`config.mk`:
```
export PLATFORM = sky130hd
export DESIGN_NAME = dmg_timer
export DESIGN_NICKNAME = d
export VERILOG_FILES = /design/src/rtl/dmg_pkg.sv /design/src/rtl/tima_tick_sel.sv /design/src/rtl/dmg_timer.sv
export SDC_FILE = /design/constraint.sdc
export NUM_CORES = 1
export LEC_CHECK = 0
export ABC_AREA = 1
export BUFFER_PORTS_ARGS = -buffer_cell sky130_fd_sc_hd__buf_2
export CAP_MARGIN = 0
export CELL_PAD_IN_SITES_DETAIL_PLACEMENT = 0
export CELL_PAD_IN_SITES_GLOBAL_PLACEMENT = 2
export CORE_UTILIZATION = 27
export DETAILED_ROUTE_END_ITERATION = 10
export PLACE_DENSITY_LB_ADDON = 0.1
export SETUP_SLACK_MARGIN = 0.2
export SLEW_MARGIN = 20
export SYNTH_ARGS = -nofsm -noshare
export SYNTH_HDL_FRONTEND = slang
export SYNTH_SLANG_ARGS = --single-unit
```
`constraint.sdc`:
```
create_clock -name clk -period 1.5 [get_ports clk]
set_input_delay 0.15 -clock clk [delete_from_list [all_inputs] [get_ports clk]]
set_output_delay 0.15 -clock clk [all_outputs]
set_load 0.005 [all_outputs]
```
`src/rtl/dmg_pkg.sv`:
```
// Shared definitions for the DMG timer block.
// Register offsets, TAC encodings and timer state.
package dmg_pkg;

  localparam logic [1:0] REG_DIV  = 2'b00;
  localparam logic [1:0] REG_TIMA = 2'b01;
  localparam logic [1:0] REG_TMA  = 2'b10;
  localparam logic [1:0] REG_TAC  = 2'b11;

  localparam logic [1:0] TAC_SEL_4096   = 2'b00;
  localparam logic [1:0] TAC_SEL_262144 = 2'b01;
  localparam logic [1:0] TAC_SEL_65536  = 2'b10;
  localparam logic [1:0] TAC_SEL_16384  = 2'b11;

  localparam logic [7:0] TAC_RD_MASK = 8'hF8;

  typedef enum logic [1:0] {
    NORMAL = 2'b00,
    OVF    = 2'b01,
    RELOAD = 2'b10
  } tmr_state_e;

  function automatic logic [7:0] tac_rd(input logic [2:0] tac);
    return TAC_RD_MASK | {5'b00000, tac};
  endfunction

endpackage

```
`src/rtl/tima_tick_sel.sv`:
```
// Tap select, enable gate and falling-edge detector.
// Any fall of the gated tap counts, including TAC/DIV glitches.
module tima_tick_sel
  import dmg_pkg::*;
(
  input  logic       clk,
  input  logic       reset,
  input  logic [2:0] tac,
  input  logic       tap_4096,
  input  logic       tap_262144,
  input  logic       tap_65536,
  input  logic       tap_16384,
  output logic       tick
);

  logic tap_sel;
  logic g;
  logic g_prev_q;
  logic g_prev_d;

  // 4:1 divider tap mux
  always_comb begin
    tap_sel = 1'b0;
    unique case (tac[1:0])
      TAC_SEL_4096:   tap_sel = tap_4096;
      TAC_SEL_262144: tap_sel = tap_262144;
      TAC_SEL_65536:  tap_sel = tap_65536;
      TAC_SEL_16384:  tap_sel = tap_16384;
    endcase
  end

  // gate and edge detect
  always_comb begin
    g        = tac[2] & tap_sel;
    g_prev_d = g;
    tick     = g_prev_q & ~g;
  end

  // previous gated level
  always_ff @(posedge clk) begin
    if (reset) g_prev_q <= 1'b0;
    else       g_prev_q <= g_prev_d;
  end

endmodule

```
`src/rtl/dmg_timer.sv`:
```
// DMG programmable timer: TIMA/TMA/TAC with delayed reload.
// Overflow shows 00 for RELOAD_DELAY cycles, then reloads and IRQs.
module dmg_timer
  import dmg_pkg::*;
#(
  parameter int RELOAD_DELAY = 1
) (
  input  logic       clk,
  input  logic       reset,
  input  logic       tap_4096,
  input  logic       tap_262144,
  input  logic       tap_65536,
  input  logic       tap_16384,
  input  logic       ff04_ff07,
  input  logic       tola_na1,
  input  logic       tovy_na0,
  input  logic       cpu_wr,
  input  logic       cpu_rd,
  input  logic [7:0] d_in,
  output logic [7:0] d_out,
  output logic       d_oe,
  output logic       int_timer
);

  localparam logic [7:0] OVF_LAST = 8'(RELOAD_DELAY - 1);

  tmr_state_e state_q, state_d;
  logic [7:0] tima_q, tima_d;
  logic [7:0] tma_q, tma_d;
  logic [2:0] tac_q, tac_d;
  logic       int_q, int_d;
  logic [7:0] ovf_cnt_q, ovf_cnt_d;

  logic [1:0] addr;
  logic       wr_tima;
  logic       wr_tma;
  logic       wr_tac;
  logic       tick;
  logic       ovf_done;
  logic [8:0] tima_inc;

  tima_tick_sel u_tick (
    .clk        (clk),
    .reset      (reset),
    .tac        (tac_q),
    .tap_4096   (tap_4096),
    .tap_262144 (tap_262144),
    .tap_65536  (tap_65536),
    .tap_16384  (tap_16384),
    .tick       (tick)
  );

  // bus address decode and write strobes
  always_comb begin
    addr     = {~tola_na1, ~tovy_na0};
    wr_tima  = cpu_wr & ff04_ff07 & (addr == REG_TIMA);
    wr_tma   = cpu_wr & ff04_ff07 & (addr == REG_TMA);
    wr_tac   = cpu_wr & ff04_ff07 & (addr == REG_TAC);
    ovf_done = (ovf_cnt_q == OVF_LAST);
    tima_inc = {1'b0, tima_q} + 9'd1;
  end

  // next-state logic
  always_comb begin
    state_d = state_q;
    unique case (state_q)
      NORMAL: begin
        if (!wr_tima && tick && tima_inc[8])
          state_d = OVF;
      end
      OVF: begin
        if (wr_tima)       state_d = NORMAL;
        else if (ovf_done) state_d = RELOAD;
      end
      RELOAD:  state_d = NORMAL;
      default: state_d = NORMAL;
    endcase
  end

  // register datapath and IRQ
  always_comb begin
    tima_d    = tima_q;
    tma_d     = wr_tma ? d_in : tma_q;
    tac_d     = wr_tac ? d_in[2:0] : tac_q;
    int_d     = 1'b0;
    ovf_cnt_d = 8'h00;
    unique case (state_q)
      NORMAL: begin
        if (wr_tima)   tima_d = d_in;
        else if (tick) tima_d = tima_inc[7:0];
      end
      OVF: begin
        if (wr_tima) begin
          tima_d = d_in;
        end else if (ovf_done) begin
          tima_d = tma_d;
          int_d  = 1'b1;
        end else begin
          ovf_cnt_d = ovf_cnt_q + 8'd1;
        end
      end
      RELOAD: begin
        if (wr_tma) tima_d = d_in;
      end
      default: ;
    endcase
  end

  // state and register flops
  always_ff @(posedge clk) begin
    if (reset) begin
      state_q   <= NORMAL;
      tima_q    <= 8'h00;
      tma_q     <= 8'h00;
      tac_q     <= 3'b000;
      int_q     <= 1'b0;
      ovf_cnt_q <= 8'h00;
    end else begin
      state_q   <= state_d;
      tima_q    <= tima_d;
      tma_q     <= tma_d;
      tac_q     <= tac_d;
      int_q     <= int_d;
      ovf_cnt_q <= ovf_cnt_d;
    end
  end

  // combinational read path
  always_comb begin
    d_oe      = cpu_rd & ff04_ff07 & (addr != REG_DIV);
    d_out     = 8'h00;
    int_timer = int_q;
    if (d_oe) begin
      unique case (addr)
        REG_TIMA: d_out = tima_q;
        REG_TMA:  d_out = tma_q;
        REG_TAC:  d_out = tac_rd(tac_q);
        default:  d_out = 8'h00;
      endcase
    end
  end

endmodule

```
==> results.json <==
{
  "design_power_total_mw": 4.05,
  "antenna-diode-count": 0,
  "worst_pin_slew_ns": 0.366,
  "die_w_microns": 90.8,
  "worst_skew_pair.late_latency_ns": 0.28,
  "crit-reg2reg-launch": "state_q[1]",
  "hpwlAfterDp_mm": 5.31,
  "postSynthRegisterBits": 31,
  "fp.dieArea_sq_um": 8250,
  "max_freq_mhz": 709,
  "buffer_ports.inserted": 28,
  "finish.cell_count_without_fillers": 514,
  "core_area_sq_um": 7690,
  "hold_path_depth": 3,
  "start_util_pct": 27.7,
  "layout_min_cycle_time_ns": 1.41,
  "final_net_count": 437,
  "placement_rows": 32,
  "die-height_microns": 90.8,
  "fraction_of_layout_instances_using_a_drive_strength_above_1_pct": 35.4,
  "detailedRoute.firstIterationViolations": 97,
  "yosys.cell_types.count": 28,
  "drt_wl_total_mm": 7.05,
  "syn_avg_cell_area_sq_um": 6.17,
  "layout.cell_area.non_filler_sq_um": 3000,
  "timing_hold_violations_final": 0,
  "worst_slack_ns": 0.0902,
  "critical-path-top-cell-by-count": "nand2_1",
  "multi_input_area_sq_um": 1490,
  "layout.cells.most_common": "nand2_1",
  "timing.slew.headroom_pct": 75.5,
  "cts.htree.levels": 2,
  "cts-hold-fix-buffers": 0,
  "track_usage_pct": 18.4,
  "pre_cts_slack_ns": -0.0167,
  "vias_per_cell": 4.51,
  "cell_depth_of_the_worst_flop_to_flop_path": 10,
  "unrepaired_setup_endpoints_after_global_routing": "true",
  "worstPathRequired_ns": 1.68,
  "total_vias_in_the_final_route": 2316,
  "pwr_density_cell_nw_per_um2": 1350,
  "grt_start_max_net_pins": 13,
  "worstReg2RegEnd": "tima_q[0]",
  "min_period_over_period_pct": 94.0,
  "vias_in_the_first_global_route": 2228,
  "timing.max_cap.violations": 0,
  "finClkSkew_ns": 0.00454,
  "timing.critical_path.cells": "inv_4 > ha_4 > buf_4 > nand3_1 > nand2_1 > nand2_1 > nand2_1 > nand2_1 > nand2_1 > nor2_1",
  "placed_cell_area_sq_um": 2640,
  "setup_tns_ns": 0,
  "synth.yosys.seq_area_share_pct": 29.1,
  "cts.clk_slew.worst_paths_ns": 0.07,
  "post-route-drc-count": 0,
  "ir_worst_vdd_uv": 498,
  "clk_path_buf_depth": 2,
  "fillers": 876,
  "mappedNetlistArea_sq_um": 2130,
  "pin_count": 29,
  "gp_congestion": 0.792,
  "crit_path_top_delay_cell": "dfxtp_4",
  "cts_tree": "done",
  "synth_warnings": 0,
  "final_setup_violations": 0,
  "first_pass_grt_wire_length_mm": 11.6,
  "power_leakage_nw": 1.52,
  "critical_path.startpoint_type": "flop",
  "min-delay-path-class": "primary input to flop",
  "holdWs_ns": 0.137,
  "syn-num-nets": 371,
  "clock_sinks": 31,
  "status": "finished clean",
  "crit_arrival_ns": 1.59,
  "critPathMaxStageDelay_ns": 0.39,
  "final_max_slew_viol_count": 0,
  "min-delay-start": "d_in[0]",
  "ctsRootBufferMaster": "clkbuf_8",
  "critical_path_class": "flop to flop",
  "grt-ovfl-total": 0,
  "end_kind": "flop",
  "crit_path_max_fanout": 6,
  "number_of_search_and_repair_iterations_in_the_first_detailed_routing_pass": 4,
  "layout.cells.most_common_list": "96 x nand2_1, 44 x inv_1, 36 x nor2_1",
  "reg2reg_slack_ns": 0.09,
  "drt-wirelength-per-cell_microns": 13.7,
  "ant_nets": 0,
  "tritoncts.num_buffers": 5,
  "final_util_pct": 39.1,
  "whs_endpoint": "tac_q[0]",
  "area_growth_syn_to_layout_pct": 41.1,
  "final-seq-area_sq_um": 641,
  "antenna_violations_before_repair": 0,
  "syn-instance-count": 345,
  "numPlacedInstances": 492
}
-- area by class of cell --
| cell class | count | area share [%] |
|---|---|---|
| Clock buffer | 7 | 2.54 |
| Sequential cell | 31 | 21.3 |
| Timing Repair Buffer | 63 | 14.6 |
| Multi-Input combinational cell | 254 | 49.5 |
| Inverter | 56 | 7.58 |
| Clock inverter | 1 | 0.167 |
| Tap cell | 102 | 4.25 |
-- logic make-up (layout without fill, tap and decap cells) --
group	count (synthesis)	after routing	share of synthesized area, %
simple gates	203	203	43.8
buf+inv	61	127	10.8
compound gates	42	43	11.7
flops	31	31	29.1
fa+ha+maj	7	7	4.11
xor+xnor	1	1	0.411
-- what timing repair did --
item,4_1_cts,5_1_grt
resized for setup,27,31
cloned,1,0
buffers inserted,8,5
hold endpoints to repair,0,0
pin swaps,23,21
setup endpoints to repair,16,25
-- flip-flops by register name (all words and copies together) (netlist names) --
| name | flops |
|---|---|
| ovf_cnt_q | 8 |
| tima_q | 8 |
| tma_q | 8 |
| tac_q | 3 |
| state_q | 2 |
| int_timer | 1 |
| u_tick.g_prev_q | 1 |
-- per-layer routing --
layer / vias up / wire, microns / global-route usage (%)
li1: 1210 / - / -
met1: 1055 / 3290 / 23.6
met2: 45 / 3380 / 31.4
met3: 6 / 312 / 3.03
met4: 0 / 65 / 5.95
met5: - / 0 / 0
-- synthesized netlist by cell type --
cell | count | share of area (%)
nand4_1 | 2 | 0.59
nor2_8 | 2 | 1.9
clkbuf_1 | 4 | 0.70
nor2_1 | 41 | 7.2
inv_2 | 3 | 0.53
or2_2 | 2 | 0.59
nand3_4 | 1 | 0.82
nand3b_1 | 1 | 0.35
o221ai_1 | 2 | 0.82
o21ai_0 | 17 | 4.0
a21oi_4 | 2 | 1.5
xor2_1 | 1 | 0.41
ha_1 | 7 | 4.1
a21oi_2 | 1 | 0.41
or3b_1 | 1 | 0.41
inv_1 | 53 | 9.3
dfxtp_1 | 31 | 29
nand2_2 | 5 | 1.5
nor2_2 | 1 | 0.29
o211ai_1 | 1 | 0.35
nand2_4 | 5 | 2.6
o22ai_1 | 2 | 0.59
nand3_1 | 27 | 6.3
nand2_1 | 109 | 19
buf_2 | 1 | 0.23
nor2_4 | 2 | 1.1
nor3_1 | 4 | 0.94
a21oi_1 | 17 | 4.0
-- worst max-delay path: cells and delay by family, from the launching register on --
family / cells / cell delay, ns
fa+ha+maj: 1 / 0.34
flops: 1 / 0.39
buf+inv: 2 / 0.19
simple gates: 7 / 0.39
-- where the power goes --
group	leakage [nW]	internal, mW	total (mW)	switching [mW]
logic	1.22	0.947	2.27	1.33
clock network	0.0422	0.326	0.656	0.330
registers	0.258	0.970	1.12	0.148
-- how the worst max path moves through the flow --
| stage | to | start | slack [ns] | cells after the start |
|---|---|---|---|---|
| after floorplan | tima_q[0] | ovf_cnt_q[1] | 0.15 | 11 |
| after global placement | tima_q[0] | ovf_cnt_q[1] | 0.02 | 11 |
| after detailed placement | tima_q[2] | ovf_cnt_q[1] | -0.02 | 11 |
| after CTS | tima_q[2] | ovf_cnt_q[1] | 0.07 | 11 |
| after global routing | tima_q[4] | state_q[1] | -0.02 | 10 |
| final | tima_q[0] | state_q[1] | 0.09 | 10 |
(Power assumes the default switching activity.)
